===== src/rtl/alu_issue.sv =====
// RV32I ALU issue stage: decodes OP/OP-IMM into operands and a 4-bit ALU op behind a single
// output register with valid/ready handshake. Define ALU_ISSUE_UPPER_EN to also issue LUI/AUIPC.
module alu_issue (
  input  logic        i_clk,
  input  logic        i_rst,
  input  logic        i_in_valid,
  output logic        o_in_ready,
  input  logic [31:0] i_inst,
  input  logic [31:0] i_pc,
  input  logic [31:0] i_rs1_val,
  input  logic [31:0] i_rs2_val,
  input  logic        i_flush,
  output logic        o_out_valid,
  input  logic        i_out_ready,
  output logic [31:0] o_s1,
  output logic [31:0] o_s2,
  output logic [3:0]  o_op,
  output logic [4:0]  o_rd,
  output logic        o_we,
  output logic        o_illegal,
  output logic [31:0] o_issue_count
);

  localparam logic [6:0] OpcOp    = 7'b0110011;
  localparam logic [6:0] OpcOpImm = 7'b0010011;
  localparam logic [6:0] F7Alt    = 7'b0100000;

  logic [6:0]  w_opcode;
  logic [2:0]  w_f3;
  logic [6:0]  w_f7;
  logic        w_shift;
  logic        w_ill;
  logic [31:0] w_s1;
  logic [31:0] w_s2;
  logic [3:0]  w_op;
  logic        w_we;
  logic        w_accept;
  logic        w_consume;

  logic        r_valid;
  logic [31:0] r_s1;
  logic [31:0] r_s2;
  logic [3:0]  r_op;
  logic [4:0]  r_rd;
  logic        r_we;
  logic        r_ill;
  logic [31:0] r_cnt;

  assign w_opcode = i_inst[6:0];
  assign w_f3     = i_inst[14:12];
  assign w_f7     = i_inst[31:25];
  assign w_shift  = (w_f3[1:0] == 2'b01);

`ifdef ALU_ISSUE_UPPER_EN
  logic w_unused_bits;
  assign w_unused_bits = ^i_inst[19:15];
`else
  logic w_unused_bits;
  assign w_unused_bits = ^{i_pc, i_inst[19:15]};
`endif

  always_comb begin
    w_ill = 1'b1;
    w_s1  = '0;
    w_s2  = '0;
    w_op  = '0;
    case (w_opcode)
      OpcOp: begin
        if (w_f7 == 7'd0 || (w_f7 == F7Alt && (w_f3 == 3'b000 || w_f3 == 3'b101))) begin
          w_ill = 1'b0;
          w_s1  = i_rs1_val;
          w_op  = {i_inst[30], w_f3};
          w_s2  = w_shift ? {27'd0, i_rs2_val[4:0]} : i_rs2_val;
        end
      end
      OpcOpImm: begin
        if (!((w_f3 == 3'b001 && w_f7 != 7'd0) ||
              (w_f3 == 3'b101 && w_f7 != 7'd0 && w_f7 != F7Alt))) begin
          w_ill = 1'b0;
          w_s1  = i_rs1_val;
          // Only SRAI carries inst[30] into the op; other immediates use it as data.
          w_op  = {(w_f3 == 3'b101) & i_inst[30], w_f3};
          w_s2  = w_shift ? {27'd0, i_inst[24:20]} : {{20{i_inst[31]}}, i_inst[31:20]};
        end
      end
`ifdef ALU_ISSUE_UPPER_EN
      7'b0110111: begin
        w_ill = 1'b0;
        w_s2  = {i_inst[31:12], 12'd0};
      end
      7'b0010111: begin
        w_ill = 1'b0;
        w_s1  = i_pc;
        w_s2  = {i_inst[31:12], 12'd0};
      end
`endif
      default: ;
    endcase
  end

  assign w_we       = !w_ill && (i_inst[11:7] != 5'd0);
  assign o_in_ready = !i_rst && (!r_valid || i_out_ready);
  // Flush wins over both the incoming offer and the downstream consume.
  assign w_accept   = i_in_valid && o_in_ready && !i_flush;
  assign w_consume  = r_valid && i_out_ready && !i_flush;

  always_ff @(posedge i_clk) begin
    if (i_rst) begin
      r_valid <= 1'b0;
      r_s1    <= '0;
      r_s2    <= '0;
      r_op    <= '0;
      r_rd    <= '0;
      r_we    <= 1'b0;
      r_ill   <= 1'b0;
      r_cnt   <= '0;
    end else begin
      if (i_flush) begin
        r_valid <= 1'b0;
      end else if (w_accept) begin
        r_valid <= 1'b1;
        r_s1    <= w_s1;
        r_s2    <= w_s2;
        r_op    <= w_op;
        r_rd    <= i_inst[11:7];
        r_we    <= w_we;
        r_ill   <= w_ill;
      end else if (w_consume) begin
        r_valid <= 1'b0;
      end
      if (w_consume) begin
        r_cnt <= r_cnt + 32'd1;
      end
    end
  end

  assign o_out_valid   = r_valid;
  assign o_s1          = r_s1;
  assign o_s2          = r_s2;
  assign o_op          = r_op;
  assign o_rd          = r_rd;
  assign o_we          = r_we;
  assign o_illegal     = r_ill;
  assign o_issue_count = r_cnt;

endmodule


===== config.mk =====
export PLATFORM = sky130hd
export DESIGN_NAME = alu_issue
export DESIGN_NICKNAME = d
export VERILOG_FILES = /design/src/rtl/alu_issue.sv
export SDC_FILE = /design/constraint.sdc
export NUM_CORES = 1
export LEC_CHECK = 0
export CAP_MARGIN = 20
export CORE_MARGIN = 2
export CORE_UTILIZATION = 38
export CTS_BUF_LIST = sky130_fd_sc_hd__clkbuf_8 sky130_fd_sc_hd__clkbuf_16
export DETAILED_ROUTE_END_ITERATION = 10
export GPL_ROUTABILITY_DRIVEN = 0
export PLACE_DENSITY = 0.8
export SLEW_MARGIN = 5
export SYNTH_ARGS = -nofsm -noshare
export SYNTH_HDL_FRONTEND = slang
export SYNTH_SLANG_ARGS = --single-unit

===== constraint.sdc =====
create_clock -name i_clk -period 2.53 [get_ports i_clk]
set_input_delay 0.506 -clock i_clk [delete_from_list [all_inputs] [get_ports i_clk]]
set_output_delay 0.506 -clock i_clk [all_outputs]
set_load 0.01 [all_outputs]

==> qor.csv <==
stage,metric,value,unit
setup_path,worstPathRequired,2.82,ns
placed_design,dp_slack,-0.289,ns
clocking,htree_levels,3,
status,outcome,"complete, no violations",
clocking,cts_tree,yes,
power,leakagePower,2.34,nW
floorplanning,rows,38,
route,drtPass1Iterations,5,
sta,finalWorstSetupSlack,0.105,ns
final_layout,synthToLayoutAreaGrowth,58.7,%
route,routed_wl,12700,um
setup_path,critPathLaunchType,input pin,
sta,rsz0062_at_grt,no,
sta,fmax,412,MHz
synthesis,syn_area,0.00425,sq mm
route,wire_per_inst,15.6,um
synthesis,yosysMostFrequentCell,dfxtp_1,
global_route,grt_pass1_vias,4130,
setup_path,endpoint_kind,register,
route,num_vias,4291,
final_layout,stdcell_count,813,
clocking,cts_inserted_buffers,9,
synthesis,synthCells,463,
setup_path,arrival,2.72,ns
sta,hold_violations,0,
clocking,holdBufCountCts,0,
setup_path,critical_path_class,in -> reg,
sta,min_period_over_period,0.958,
placed_design,io_buffers,204,
sta,maxSlewViolCount,0,
placed_design,dp.cells,798,
sta,fin_worst_skew,0.0104,ns
synthesis,syn_avg_cell_area,9.17,sq um
hold_path,hold_depth,2,
floorplanning,core_area,0.0109,sq mm
synthesis,ys_seq_area_frac,0.509,
power,pwr-share-clk,0.349,
clocking,clk_latency,0.35,ns
setup_path,cp_slowest_cell,or4_1,
power,p_sw,0.000664,W
floorplanning,floorplan.initialDensity,0.390,
route,drt_drc_violations_left,0,
global_route,antenna_found_initial,0,
sta,holdWs,0.465,ns
synthesis,synth-seq-cells,108,
global_route,overflow,0,
synthesis,synth_area_leaders,"dfxtp_1 51%, a22o_1 6.8%, nand2_1 4.4%",
clocking,root_buffer,clkbuf_8,
clocking,cts_buffer_depth,2,
final_layout,drive_gt1_frac,0.0654,
global_route,grt_max_degree,60,
clocking,clock_sinks,108,
power,comb_power_share,0.090,
synthesis,synth-async-reset-ratio,0,
final_layout,nets,803,
setup_path,crit_chain,"clkdlybuf4s50_1, or4_1, or4_4, buf_4, nor3_1, buf_4, a221oi_1, nor2_1",
sta,slew_headroom,0.584,
synthesis,ys.flop_type,dfxtp_1,
floorplanning,pin_count,242,
power,vdd_drop_max,356,uV
power,p_int,0.00239,W
final_layout,fillers,907,
setup_path,critPathMaxStageDelay,0.58,ns
setup_path,crit_family,simple AND/OR/NAND/NOR gates,
hold_path,min_path_type,reg -> reg,
route,drt_iter0_markers,253,
setup_path,cp.depth,8,
power,p_sw_frac,0.218,
power,power_frac_seq,0.562,
flow_run,cap_violations,0,
floorplanning,chipHeight,110,um
sta,worstMarginPinSlew,0.624,ns
synthesis,synthesis.nets,597,
synthesis,yosysTopAreaCellShare,0.509,
floorplanning,fp.dieArea,0.0120,sq mm
synthesis,yosys-top-cells-count,"108 x dfxtp_1, 50 x nand2_1, 37 x nand3_1, 37 x nor2_1, 33 x a22o_1",
sta,setup_violations,0,
route,viasPerCell,5.28,
global_route,track_usage,0.205,
setup_path,r2r_cells,5,
synthesis,synth-edff-count,0,
placed_design,dp_hpwl,9420,um
setup_path,crit_top_cell,buf_4,
global_route,grt_first_pass_wirelength,19600,um
setup_path,cp_num_buf_inv,3,
clocking,postCtsSetupBuffers,0,
floorplanning,die_x,110,um
synthesis,synth_top_cell_by_area,dfxtp_1,
power,p_per_area,452,mW/mm^2
synthesis,synth_warnings,0,
synthesis,synth.distinct_cells,43,
clocking,cts_resized,0,
final_layout,diodes,0,
clocking,clk_pin_slew_worst_paths,0.10,ns
setup_path,worstPathMaxFanout,5,
route,ant_nets,0,
sta,finalCriticalPeriod,2.43,ns
==> cell usage in the layout, fill, tap and decap left out, types with 4 or more instances in the layout <==
master | synthesis | layout
a21oi_1 | 13 | 13
a221oi_1 | 5 | 5
a22o_1 | 33 | 33
a22oi_1 | 6 | 6
a31oi_1 | 22 | 21
and3_1 | 5 | 5
and4_1 | 4 | 4
buf_12 | 0 | 4
buf_4 | 1 | 17
clkbuf_8 | 0 | 11
clkdlybuf4s50_1 | 0 | 203
dfxtp_1 | 108 | 108
inv_1 | 8 | 9
nand2_1 | 50 | 50
nand3_1 | 37 | 37
nand4_1 | 12 | 12
nor2_1 | 37 | 37
nor3_1 | 12 | 12
nor4_1 | 9 | 9
o21ai_0 | 12 | 12
or3_1 | 6 | 6
xnor2_1 | 19 | 19
xor2_1 | 7 | 7
==> cell type report <==
type                            count  area (sq um)  share of cell area
Inverter                            8          30.0             0.00445
Sequential cell                   108          2160               0.321
Clock inverter                      4          50.0             0.00742
Tap cell                          140           175              0.0260
Timing Repair Buffer              225          2240               0.333
Multi-Input combinational cell    317          1930               0.286
Clock buffer                       11           151              0.0225
==> state kept, by name (all words and copies together), names as in the netlist <==
signal	cells
o_illegal	1
o_we	1
o_s1	32
o_op	4
o_issue_count	32
o_s2	32
o_out_valid	1
o_rd	5
==> worst reg2reg max path, delay by kind of cell, from the launching register on <==
kind | cells | cell delay (ns)
XOR/XNOR | 1 | 0.17
flip-flops | 1 | 0.46
AND/OR/NAND/NOR | 4 | 1.29
==> cells by family after synthesis <==
kind of cell               Yosys count  share of synthesized area
AOI/OAI and AO/OA                  100                      0.171
xor gates and xnor gates            26                     0.0536
adders and majority gates            1                    0.00295
buffers and inverters               38                     0.0404
DFF                                108                      0.509
muxes                                1                    0.00236
and+or+nand+nor                    189                      0.221
==> power groups by stage <==
stage | Combinational, W | Clock [W] | Sequential (W)
2_1_floorplan | 0.0000630 | 0 | 0.00176
3_3_place_gp | 0.000268 | 0 | 0.00175
3_5_place_dp | 0.000273 | 0 | 0.00175
4_1_cts | 0.000274 | 0.00109 | 0.00171
5_1_grt | 0.000292 | 0.00116 | 0.00171
6_report | 0.000274 | 0.00106 | 0.00171
==> metal layers <==
layer | up-vias | GRT usage | share of wire
li1 | 2085 | - | -
met1 | 2027 | 0.245 | 0.40
met2 | 165 | 0.351 | 0.50
met3 | 14 | 0.0694 | 0.084
met4 | 0 | 0.0542 | 0.011
met5 | - | 0 | 0
==> per-stage QoR <==
step / setup TNS, ns / area, sq um / power [W] / util
CTS: 0 / 6740 / 0.00308 / 0.619
finish: 0 / 6740 / 0.00305 / 0.619
floorplan: 0 / 4250 / 0.00182 / -
global placement: -11.88 / 6540 / 0.00202 / 0.601
global route: 0 / 6740 / 0.00316 / 0.619
detailed placement: -14.26 / 6540 / 0.00203 / 0.601
==> worst paths after layout <==
kind              slack (ns)                           start                              to
setup reg to reg        0.49  o_issue_count[17]$_SDFFE_PP0P_  o_issue_count[29]$_SDFFE_PP0P_
setup / recovery        0.10                      i_inst[25]            o_s2[0]$_SDFFE_PP0P_
hold / removal          0.47            o_rd[0]$_SDFFE_PP0P_            o_rd[0]$_SDFFE_PP0P_
hold reg to reg         0.47            o_rd[0]$_SDFFE_PP0P_            o_rd[0]$_SDFFE_PP0P_
Note: power is estimated with default switching activity, not from simulation.
